===== src/rtl/cp0_unit_pkg.sv =====
// ============================================================================
// Module      : cp0_unit_pkg
// Description : Shared CP0 register numbers, ExcCode values and field layout.
// Revision    : 1.0 - initial release
// ============================================================================
`default_nettype none

package cp0_unit_pkg;

    localparam logic [4:0] C_CP0_BADVADDR = 5'd8;
    localparam logic [4:0] C_CP0_SR       = 5'd12;
    localparam logic [4:0] C_CP0_CAUSE    = 5'd13;
    localparam logic [4:0] C_CP0_EPC      = 5'd14;
    localparam logic [4:0] C_CP0_PRID     = 5'd15;

    localparam logic [4:0] C_EXC_INT  = 5'd0;
    localparam logic [4:0] C_EXC_ADEL = 5'd4;
    localparam logic [4:0] C_EXC_ADES = 5'd5;
    localparam logic [4:0] C_EXC_RI   = 5'd10;
    localparam logic [4:0] C_EXC_OV   = 5'd12;

    localparam int C_SR_IE       = 0;
    localparam int C_SR_EXL      = 1;
    localparam int C_SR_IM_LO    = 10;
    localparam int C_SR_IM_HI    = 15;
    localparam int C_CAUSE_EXC_LO = 2;
    localparam int C_CAUSE_EXC_HI = 6;
    localparam int C_CAUSE_IP_LO  = 10;
    localparam int C_CAUSE_IP_HI  = 15;
    localparam int C_CAUSE_BD     = 31;

    typedef struct packed {
        logic [5:0] im;
        logic       exl;
        logic       ie;
    } sr_t;

    function automatic logic [31:0] sr_pack(input sr_t s);
        logic [31:0] v;
        v                        = '0;
        v[C_SR_IM_HI:C_SR_IM_LO] = s.im;
        v[C_SR_EXL]              = s.exl;
        v[C_SR_IE]               = s.ie;
        return v;
    endfunction

endpackage

`default_nettype wire


===== src/rtl/cp0_unit_sync2.sv =====
// ============================================================================
// Module      : sync2
// Description : Two-flop synchronizer for asynchronous level inputs.
// Revision    : 1.0 - initial release
// ============================================================================
`default_nettype none

module sync2 #(
    parameter int WIDTH = 6
) (
    input  logic             clk,
    input  logic             rst,
    input  logic [WIDTH-1:0] i_async,
    output logic [WIDTH-1:0] o_sync
);

    logic [WIDTH-1:0] r_meta;
    logic [WIDTH-1:0] r_sync;

    always_ff @(posedge clk) begin
        if (rst) begin
            r_meta <= '0;
            r_sync <= '0;
        end else begin
            r_meta <= i_async;
            r_sync <= r_meta;
        end
    end

    assign o_sync = r_sync;

endmodule

`default_nettype wire


===== src/rtl/cp0_unit.sv =====
// ============================================================================
// Module      : cp0_unit
// Description : MIPS-style CP0 (SR/Cause/EPC/PRId), exception entry and eret.
//               Optional BadVAddr register enabled by CP0_BADVADDR_EN.
// Revision    : 1.0 - initial release
// ============================================================================
`default_nettype none

module cp0_unit
    import cp0_unit_pkg::*;
#(
    parameter logic [31:0] EXC_ENTRY = 32'h0000_4180,
    parameter logic [31:0] PRID_VAL  = 32'h0000_0018
) (
    input  logic        clk,
    input  logic        rst,
    input  logic [31:0] pcM,
    input  logic        exc_valid,
    input  logic [4:0]  exc_code,
    input  logic        bdM,
    input  logic [5:0]  hwint,
    input  logic        cp0_we,
    input  logic [4:0]  cp0_addr,
    input  logic [31:0] cp0_wdata,
    input  logic        eret,
`ifdef CP0_BADVADDR_EN
    input  logic [31:0] badvaddr,
`endif
    output logic [31:0] cp0_rdata,
    output logic        flush,
    output logic        npc_sel,
    output logic [31:0] npc,
    output logic        exl
);

    sr_t         r_sr;
    logic        r_bd;
    logic [4:0]  r_exc_code;
    logic [29:0] r_epc;
    logic [5:0]  w_ip;

    logic        w_int_req;
    logic        w_take_int;
    logic        w_take_exc;
    logic        w_enter;
    logic        w_do_eret;
    logic        w_do_mtc0;
    logic [31:0] w_pc_epc;
    logic [31:0] w_epc_val;
    logic        w_unused;

    // Cause.IP is the synchronizer output itself, giving two cycles hwint->IP
    sync2 #(.WIDTH(6)) u_sync_hwint (
        .clk     (clk),
        .rst     (rst),
        .i_async (hwint),
        .o_sync  (w_ip)
    );

    assign w_int_req  = r_sr.ie & ~r_sr.exl & (|(w_ip & r_sr.im));
    assign w_take_int = ~rst & w_int_req;
    assign w_take_exc = ~rst & exc_valid & ~r_sr.exl & ~w_int_req;
    assign w_enter    = w_take_int | w_take_exc;
    assign w_do_eret  = ~rst & eret & ~w_enter;
    assign w_do_mtc0  = ~rst & cp0_we & ~w_enter & ~eret;

    assign w_pc_epc  = bdM ? (pcM - 32'd4) : pcM;
    assign w_epc_val = {r_epc, 2'b00};
    assign w_unused  = ^w_pc_epc[1:0];

    assign flush   = w_enter | w_do_eret;
    assign npc_sel = w_enter | w_do_eret;
    assign npc     = w_enter ? EXC_ENTRY : w_epc_val;
    assign exl     = r_sr.exl;

    always_ff @(posedge clk) begin
        if (rst) begin
            r_sr       <= '0;
            r_bd       <= 1'b0;
            r_exc_code <= '0;
            r_epc      <= '0;
        end else if (w_enter) begin
            r_sr.exl   <= 1'b1;
            r_bd       <= bdM;
            r_exc_code <= w_take_int ? C_EXC_INT : exc_code;
            r_epc      <= w_pc_epc[31:2];
        end else if (w_do_eret) begin
            r_sr.exl   <= 1'b0;
        end else if (w_do_mtc0) begin
            case (cp0_addr)
                C_CP0_SR: begin
                    r_sr.im  <= cp0_wdata[C_SR_IM_HI:C_SR_IM_LO];
                    r_sr.exl <= cp0_wdata[C_SR_EXL];
                    r_sr.ie  <= cp0_wdata[C_SR_IE];
                end
                C_CP0_EPC: r_epc <= cp0_wdata[31:2];
                default:   ;
            endcase
        end
    end

`ifdef CP0_BADVADDR_EN
    logic [31:0] r_badvaddr;

    always_ff @(posedge clk) begin
        if (rst) begin
            r_badvaddr <= '0;
        end else if (w_take_exc && (exc_code == C_EXC_ADEL || exc_code == C_EXC_ADES)) begin
            r_badvaddr <= badvaddr;
        end
    end
`endif

    always_comb begin
        cp0_rdata = '0;
        case (cp0_addr)
            C_CP0_SR: cp0_rdata = sr_pack(r_sr);
            C_CP0_CAUSE: begin
                cp0_rdata[C_CAUSE_BD]                     = r_bd;
                cp0_rdata[C_CAUSE_IP_HI:C_CAUSE_IP_LO]    = w_ip;
                cp0_rdata[C_CAUSE_EXC_HI:C_CAUSE_EXC_LO]  = r_exc_code;
            end
            C_CP0_EPC:  cp0_rdata = w_epc_val;
            C_CP0_PRID: cp0_rdata = PRID_VAL;
`ifdef CP0_BADVADDR_EN
            C_CP0_BADVADDR: cp0_rdata = r_badvaddr;
`endif
            default:    cp0_rdata = '0;
        endcase
    end

endmodule

`default_nettype wire


===== config.mk =====
export PLATFORM = sky130hd
export DESIGN_NAME = cp0_unit
export DESIGN_NICKNAME = d
export VERILOG_FILES = /design/src/rtl/cp0_unit_pkg.sv /design/src/rtl/cp0_unit_sync2.sv /design/src/rtl/cp0_unit.sv
export SDC_FILE = /design/constraint.sdc
export NUM_CORES = 1
export LEC_CHECK = 0
export ABC_AREA = 1
export CAP_MARGIN = 0
export CORE_ASPECT_RATIO = 2
export CORE_MARGIN = 2
export CORE_UTILIZATION = 47
export DETAILED_ROUTE_END_ITERATION = 16
export GPL_ROUTABILITY_DRIVEN = 0
export PLACE_DENSITY = 0.86
export SLEW_MARGIN = 15
export SYNTH_ARGS = -nofsm -noshare
export SYNTH_HDL_FRONTEND = slang
export SYNTH_HIERARCHICAL = 1
export SYNTH_SLANG_ARGS = --single-unit
export TNS_END_PERCENT = 20

===== constraint.sdc =====
create_clock -name clk -period 4.3 [get_ports clk]
set_clock_uncertainty 0.05 [all_clocks]
set_input_delay 0.86 -clock clk [delete_from_list [all_inputs] [get_ports clk]]
set_output_delay 0.86 -clock clk [all_outputs]
set_load 0.03 [all_outputs]

Word-level counts from Yosys, hierarchy flattened
Cells that the tools add are included.
{ "totals": {"ff_bits": 56, "input_bits": 86, "output_inout_bits": 67, "elab_cells": 59} }
{ "classes": {"add_sub_neg": 1, "eq_ne": 5, "mux": 17, "n_bitwise": 20, "reduce_logical": 8} }
{ "ops": {"columns": ["cell", "count"], "rows": [
  ["2-to-1 mux 30 bit", 4],
  ["2-to-1 mux 32 bit", 2],
  ["subtractor 32 x 3 -> 32 bit (second input constant)", 1],
  ["equality test 5 x 4 -> 1 bit (second input constant)", 4],
  ["one-hot mux 6 bit (3 select lines)", 1],
  ["2-to-1 mux 15 bit", 1],
  ["one-hot mux 5 bit (3 select lines)", 1],
  ["bitwise AND 1 bit", 11],
  ["bitwise AND 6 bit", 1],
  ["2-to-1 mux 2 bit", 3],
  ["NOT 1 bit", 6],
  ["nonzero test 3 bit", 2],
  ["OR reduction 6 bit", 1],
  ["2-to-1 mux 5 bit", 1],
  ["AND reduction 4 bit", 1],
  ["nonzero test 2 bit", 2],
  ["2-to-1 mux 3 bit", 1],
  ["AND reduction 3 bit", 1],
  ["2-to-1 mux 1 bit", 2],
  ["inequality test 2 bit (second input constant)", 1],
  ["OR 1 bit", 2],
  ["one-hot mux 1 bit (2 select lines)", 1],
  ["AND reduction 2 bit", 1]
]} }

Depth between registers and ports, before layout
Gate-level depths: netlist of the first run.
{ "logic_depth": {"ltp_word": 12, "depth_mapped": 12, "ltp_nobuf": 12} }

Hierarchy
The synthesis of the first run kept the hierarchy.
{ "modules_own_cells": {"columns": ["mod", "instances", "cells_each", "area_per_inst_um2", "seq_area_each_um2"], "rows": [
  ["cp0_unit", 1, 621, 3434.5, 880.8],
  ["sync2", 1, 37, 341.6, 240.2]
]} }

Least setup slack after synthesis of the first run
Ideal clock, no wire load.
{ "synth_timing": {"path_type": "input-to-output", "start": "input port cp0_addr[3]", "end": "output port cp0_rdata[31]", "arrival_time_ns": 2.154, "required_time_ns": 3.390, "setup_slack_ns": 1.236, "cell_stages": 5, "n_path_buf": 1, "cell_sequence": "nand2_1 nor2_1 nand2_1 clkbuf_1 o21ai_0"} }
{ "synth_between": {"elab_chain_cells": 2, "elab_cells_between_ends": 3, "cone_classes": "2 x eq/ne; 1 x mux"} }
{ "synth_lines": {"columns": ["element", "line", "source"], "rows": [
  ["start, declared", "cp0_unit.sv:23", "input logic [4:0] cp0_addr,"],
  ["equality test 5 x 4 -> 1 bit", "cp0_unit.sv:116", "case (cp0_addr)"],
  ["one-hot mux 1 bit (2 select lines) *", "cp0_unit.sv:116", null],
  ["end, declared", "cp0_unit.sv:29", "output logic [31:0] cp0_rdata,"]
]} }
Mark *: on every way between the ends. The rest lies on a longest branch, timed or not.

Final worst setup path of the first run
{ "layout_timing": {"start": "input port rst", "end": "output port npc_sel"} }
{ "layout_between": {"elab_chain_cells": 8, "elab_cells_between_ends": 10, "cone_classes": "10 x bitwise"} }
{ "layout_lines": {"columns": ["element", "line", "source"], "rows": [
  ["start, declared", "cp0_unit.sv:16", "input logic rst,"],
  ["NOT 1 bit *", "cp0_unit.sv:61, cp0_unit.sv:62, cp0_unit.sv:64", null],
  ["bitwise AND 1 bit (3 in series)", "cp0_unit.sv:62", "assign w_take_exc = ~rst & exc_valid & ~r_sr.exl & ~w_int_req;"],
  ["OR 1 bit", "cp0_unit.sv:63", "assign w_enter = w_take_int | w_take_exc;"],
  ["NOT 1 bit (no line)", null, null],
  ["bitwise AND 1 bit", "cp0_unit.sv:64", "assign w_do_eret = ~rst & eret & ~w_enter;"],
  ["OR 1 bit *", "cp0_unit.sv:72", "assign npc_sel = w_enter | w_do_eret;"],
  ["end, declared", "cp0_unit.sv:31", "output logic npc_sel,"]
]} }
Marks and branches as above.

==> impl_metrics.ini, run 1 <==
[status]
status = finished, final reports clean

[die]
core_sq_um = 7885
fp.dieArea_sq_um = 8811
die_y_microns = 130.8
die-width_microns = 67.38
start_util = 0.4789
io_pins = 153
row_count = 46

[final_layout]
diodes = 0
drive_gt1_frac = 0.07440
fin_cells = 889
nets = 879
syn2layout_area_growth_pct = 41.55

[detailed_routing]
drt-total-wl_microns = 12420
topRoutingLayerUsed = met4
vias = 4520
postRouteAntennaNets = 0
wl_met3_microns = 615
initialDrtViolationCount = 269
via_per_inst = 5.084
m1WireLength_microns = 4411
drcViolationCount = 0
firstDrtPassIters = 5
wl_per_cell_microns = 13.98
wl_met2_microns = 6790

[clocking]
clk_latency_ns = 0.30
postCtsSetupBuffers = 0
path_clk_slew_ns = 0.06
cts_resized = 0
ctsRootBufferMaster = clkbuf_16
hold_buffers = 0
cts.sinks = 56
cts_tree = yes
ctsLongestPathBuffers = 2
htreeDepth = 2
cts_made_buffers = 5

[global_routing]
grt_first_pass_wirelength_microns = 19580
overflow = 0
grt_usage = 0.2898
antenna_found_initial = 0
first_global_vias = 4271
grt_max_degree = 65

[job]
drv_cap = 0

[setup_path]
start_kind = input pin
critical_path_class = input pin to primary output
worstPathCellList = clkdlybuf4s50_1, inv_1, nand3_1, nand2_2, inv_2, nand2_1, clkdlybuf4s50_1
path_depth = 7
slowest_delay_ns = 0.68
reg2reg_depth = 8
crit_buf_inv = 4
crit_fanout = 11
endpoint_kind = primary output
crit_arrival_ns = 2.93
critPathRequiredTime_ns = 3.39
crit_path_frequent_cell = clkdlybuf4s50_1
worst_path_max_delay_cell = clkdlybuf4s50_1
critPathTopFamily = buffers and inverters

[synthesis]
synth_ff_type = dfxtp_1
ys_warn_count = 6
synth.top_cells.by_area = dfxtp_1 30%, nand2_1 17%, nor2_1 15%
synth-edff-count = 0
ys_seq_area_frac = 0.2969
async_reset_ff_frac = 0
synthCells = 658
netlist.area_leader.share = 0.2969
yosysTopAreaCell = dfxtp_1
syn_area_sq_um = 3776
ys_seq_elements = 56
avgSynthCellArea_sq_um = 5.739
synth_most_common_cell = nand2_1
synth_common_cells = 169 x nand2_1, 149 x nor2_1, 103 x inv_1
synthDistinctLibCells = 31

[sta]
setup_viol = 0
tightest_slew_ns = 0.6103
fmax_mhz = 260.7
finalHoldViolations = 0
rsz0062_at_grt = false
relSlewSlack = 0.5931
fin_crit_sh = 0.8921
finalMaxSlewViolations = 0
fin_tns_setup_ns = 0
min_period_ns = 3.836

[power_and_ir_drop]
clockPowerShare = 0.315
power.switching_mw = 0.3697
intPower_mw = 0.9233
ir_worst_vdd_uv = 148.7
combPwrFrac = 0.254
power_density_nw_per_um2 = 241.9
power_leakage_nw = 2.362
pwr-share-seq = 0.431
swShare = 0.2859

[placed_design]
dp.cells = 881
portBuffers = 148
dpl.hpwl_microns = 9919

[worst_hold_path]
min_path_cells = 2
min_path_type = flip-flop to flip-flop
routing by layer:
metal | track usage | vias to the layer above
met1 | 0.2949 | 2017
li1 | - | 2279
met3 | 0.03596 | 42
met5 | 0 | -
met2 | 0.5411 | 182
met4 | 0.1717 | 0
through the flow:
stage	total power [mW]	cell area [sq um]	hold slack [ns]	util	setup WS, ns
floorplan	0.7389	3780	0.3383	-	1.236
global placement	0.8885	5199	0.3410	0.6593	0.5423
detailed placement	0.8941	5199	0.3454	0.6593	0.4964
CTS	1.295	5345	0.3545	0.6779	0.4862
global route	1.344	5345	0.3747	0.6779	0.2987
finish	1.293	5345	0.3515	0.6779	0.4639
cells in the final DEF (no fill, tap or decap), drive strengths merged, types with 31 or more instances in the layout:
cell type        n
a21oi           31
buf             40
clkdlybuf4s50  115
dfxtp           56
inv            105
nand2          172
nand3           32
nor2           150
o21ai           39
worst min-delay path: stages, from the launching register on:
cell and delay (ns):
dfxtp_1 0.30, inv_1 0.04, nor2_1 0.03
flip-flops by register name, indices dropped and copies added (netlist names):
name	count
r_exc_code	5
r_bd	1
exl	1
u_sync_hwint/o_sync	6
r_sr	7
u_sync_hwint/r_meta	6
r_epc	30
logic make-up (layout without fill, tap and decap cells):
group                    count (synthesis)  in the layout  synth area share
AO/OA/AOI/OAI                           91             91            0.1355
XOR/XNOR                                 9              9           0.02088
other                                    1              2         0.0009931
buffers and inverters                  134            268            0.1521
flip-flops                              56             56            0.2969
adder cells (fa/ha/maj)                  1              1          0.003313
AND/OR/NAND/NOR                        366            366            0.3903
worst paths after layout:
path,start,endpoint,slack [ns]
worst min register to register,u_sync_hwint/r_meta[3]$_SDFF_PP0_,u_sync_hwint/o_sync[3]$_SDFF_PP0_,0.35
worst max-delay path,rst,npc_sel,0.46
worst max register to register,exl$_SDFFE_PP0P_,r_sr[6]$_SDFFE_PP0P_,1.93
worst min-delay path,u_sync_hwint/r_meta[3]$_SDFF_PP0_,u_sync_hwint/o_sync[3]$_SDFF_PP0_,0.35
area by class of cell:
class	instances	area, sq um
Multi-Input combinational cell	469	2087
Tap cell	96	120.1
Fill cell	693	2540
Sequential cell	56	1121
Timing Repair Buffer	155	1476
Inverter	105	394.1
Clock buffer	8	146.4
power by group through the flow:
stage	logic [mW]	clock network, mW	registers [mW]
floorplan	0.172	0	0.567
global placement	0.321	0	0.568
detailed placement	0.325	0	0.569
CTS	0.327	0.411	0.557
global route	0.356	0.427	0.560
finish	0.328	0.407	0.558
Power figures use the tool's default switching activity.
==> run 2, diff against run 1 <==
--- a/config.mk
+++ b/config.mk
@@ -7,12 +7,14 @@
 export LEC_CHECK = 0
 export ABC_AREA = 1
 export CAP_MARGIN = 0
+export CELL_PAD_IN_SITES_DETAIL_PLACEMENT = 0
+export CELL_PAD_IN_SITES_GLOBAL_PLACEMENT = 1
 export CORE_ASPECT_RATIO = 2
 export CORE_MARGIN = 2
-export CORE_UTILIZATION = 47
+export CORE_UTILIZATION = 31
 export DETAILED_ROUTE_END_ITERATION = 16
 export GPL_ROUTABILITY_DRIVEN = 0
-export PLACE_DENSITY = 0.86
+export PLACE_DENSITY_LB_ADDON = 0.1
 export SLEW_MARGIN = 15
 export SYNTH_ARGS = -nofsm -noshare
 export SYNTH_HDL_FRONTEND = slang
==> impl_metrics.ini, run 2 (synthesis gave the netlist of run 1 again) <==
[job]
drv_cap = 0

[clocking]
hold_buffers = 0
cts.sinks = 56
postCtsSetupBuffers = 0
htreeDepth = 2
path_clk_slew_ns = 0.07
ctsRootBufferMaster = clkbuf_16
cts_tree = yes
cts_made_buffers = 5
ctsLongestPathBuffers = 2
cts_resized = 0
clk_latency_ns = 0.29

[setup_path]
crit_fanout = 8
worst_path_max_delay_cell = clkdlybuf4s50_1
start_kind = input pin
crit_arrival_ns = 2.96
endpoint_kind = primary output
slowest_delay_ns = 0.70
r2r-start = u_sync_hwint/o_sync[2]$_SDFF_PP0_
crit_start = cp0_addr[3]
worstPathCellList = clkdlybuf4s50_1, nand2_1, nor2_1, nand2_1, nor2_1, clkdlybuf4s50_1
critical_path_class = input pin to primary output
critPathRequiredTime_ns = 3.39

[detailed_routing]
drcViolationCount = 0
wl_per_cell_microns = 14.49
vias = 4419
via_per_inst = 4.701
initialDrtViolationCount = 175
firstDrtPassIters = 5
drt-total-wl_microns = 13620
postRouteAntennaNets = 0

[global_routing]
overflow = 0
antenna_found_initial = 0
grt_first_pass_wirelength_microns = 20620
first_global_vias = 4125
grt_max_degree = 65
grt_usage = 0.2082

[power_and_ir_drop]
power_mw = 1.293
power_density_nw_per_um2 = 242.6
power_leakage_nw = 2.396
ir_worst_vdd_uv = 194.1

[die]
fp.dieArea_sq_um = 13130
die_y_microns = 160.1
row_count = 57
core_sq_um = 12050
die-width_microns = 82.04
start_util = 0.3133
io_pins = 153

[final_layout]
top_register = r_epc
drive_gt1_frac = 0.1034
final_common_cell = nand2_1
final_util = 0.4421
syn2layout_area_growth_pct = 41.12
largest_reg_flops = 30
nets = 879
final_cell_mix = 168 x nand2_1, 149 x nor2_1, 103 x inv_1
reg_top3 = r_epc x30, r_sr x7
diodes = 0

[sta]
tightest_slew_ns = 0.6877
rsz0062_at_grt = false
finalMaxSlewViolations = 0
fmax_mhz = 258.7
relSlewSlack = 0.5415
fin_crit_sh = 0.8988
min_period_ns = 3.865
setup_viol = 0
fin_tns_setup_ns = 0
finalHoldViolations = 0

[placed_design]
dpl.hpwl_microns = 10930
portBuffers = 148

[status]
status = finished, final reports clean

[worst_hold_path]
min_path_type = flip-flop to flip-flop
hold_start = u_sync_hwint/r_meta[5]$_SDFF_PP0_
[run 2: cell count changes in the layout (fill, tap and decap cells not counted), sizes merged]
cell	delta
buf	+21
clkdlybuf4s50	-21
clkbuf	-3
clkinv	+3
[run 2: stage by stage]
| stage | hold WS [ns] | instance area [sq um] | std cells | setup WS (ns) |
|---|---|---|---|---|
| after CTS | 0.3597 | 5329 | 940 | 0.4194 |
| after global routing | 0.3665 | 5329 | 940 | 0.2873 |
| after global placement | 0.3441 | 5185 | 932 | 0.4624 |
| after detailed placement | 0.3480 | 5185 | 932 | 0.4345 |
| final | 0.3561 | 5329 | 940 | 0.4350 |
| after floorplan | 0.3383 | 3780 | 659 | 1.236 |
[run 2: layer usage]
| metal | vias up | GRT usage | wire, microns |
|---|---|---|---|
| li1 | 2280 | - | - |
| met1 | 1983 | 0.2123 | 4928 |
| met2 | 131 | 0.4028 | 7588 |
| met3 | 25 | 0.01921 | 638 |
| met4 | 0 | 0.09167 | 465 |
| met5 | - | 0 | 0 |
[run 2: power by group]
group / switching [mW] / internal (mW)
logic: 0.186 / 0.142
clock network: 0.193 / 0.215
registers: 0.0108 / 0.546
total: 0.389 / 0.904
[run 2: final timing paths]
| check | endpoint | slack [ns] | cells after the start |
|---|---|---|---|
| worst min register to register | u_sync_hwint/o_sync[5]$_SDFF_PP0_ | 0.36 | 2 |
| worst min-delay path | u_sync_hwint/o_sync[5]$_SDFF_PP0_ | 0.36 | 2 |
| worst max register to register | r_sr[5]$_SDFFE_PP0P_ | 2.01 | 11 |
| worst max-delay path | cp0_rdata[17] | 0.43 | 6 |
[run 2: layout make-up]
cell class	count	area [sq um]
flip-flops and latches	56	1121
clock buffers	5	125.1
fillers	1367	6724
clock inverters	3	18.77
repair buffers	155	1399
inverters	105	394.1
multi-input cells	469	2087
well taps	147	183.9
[run 2: worst max-delay path, delay by kind of cell]
| kind | cells | cell delay (ns) |
|---|---|---|
| and+or+nand+nor | 4 | 0.93 |
| buffers and inverters | 2 | 1.15 |
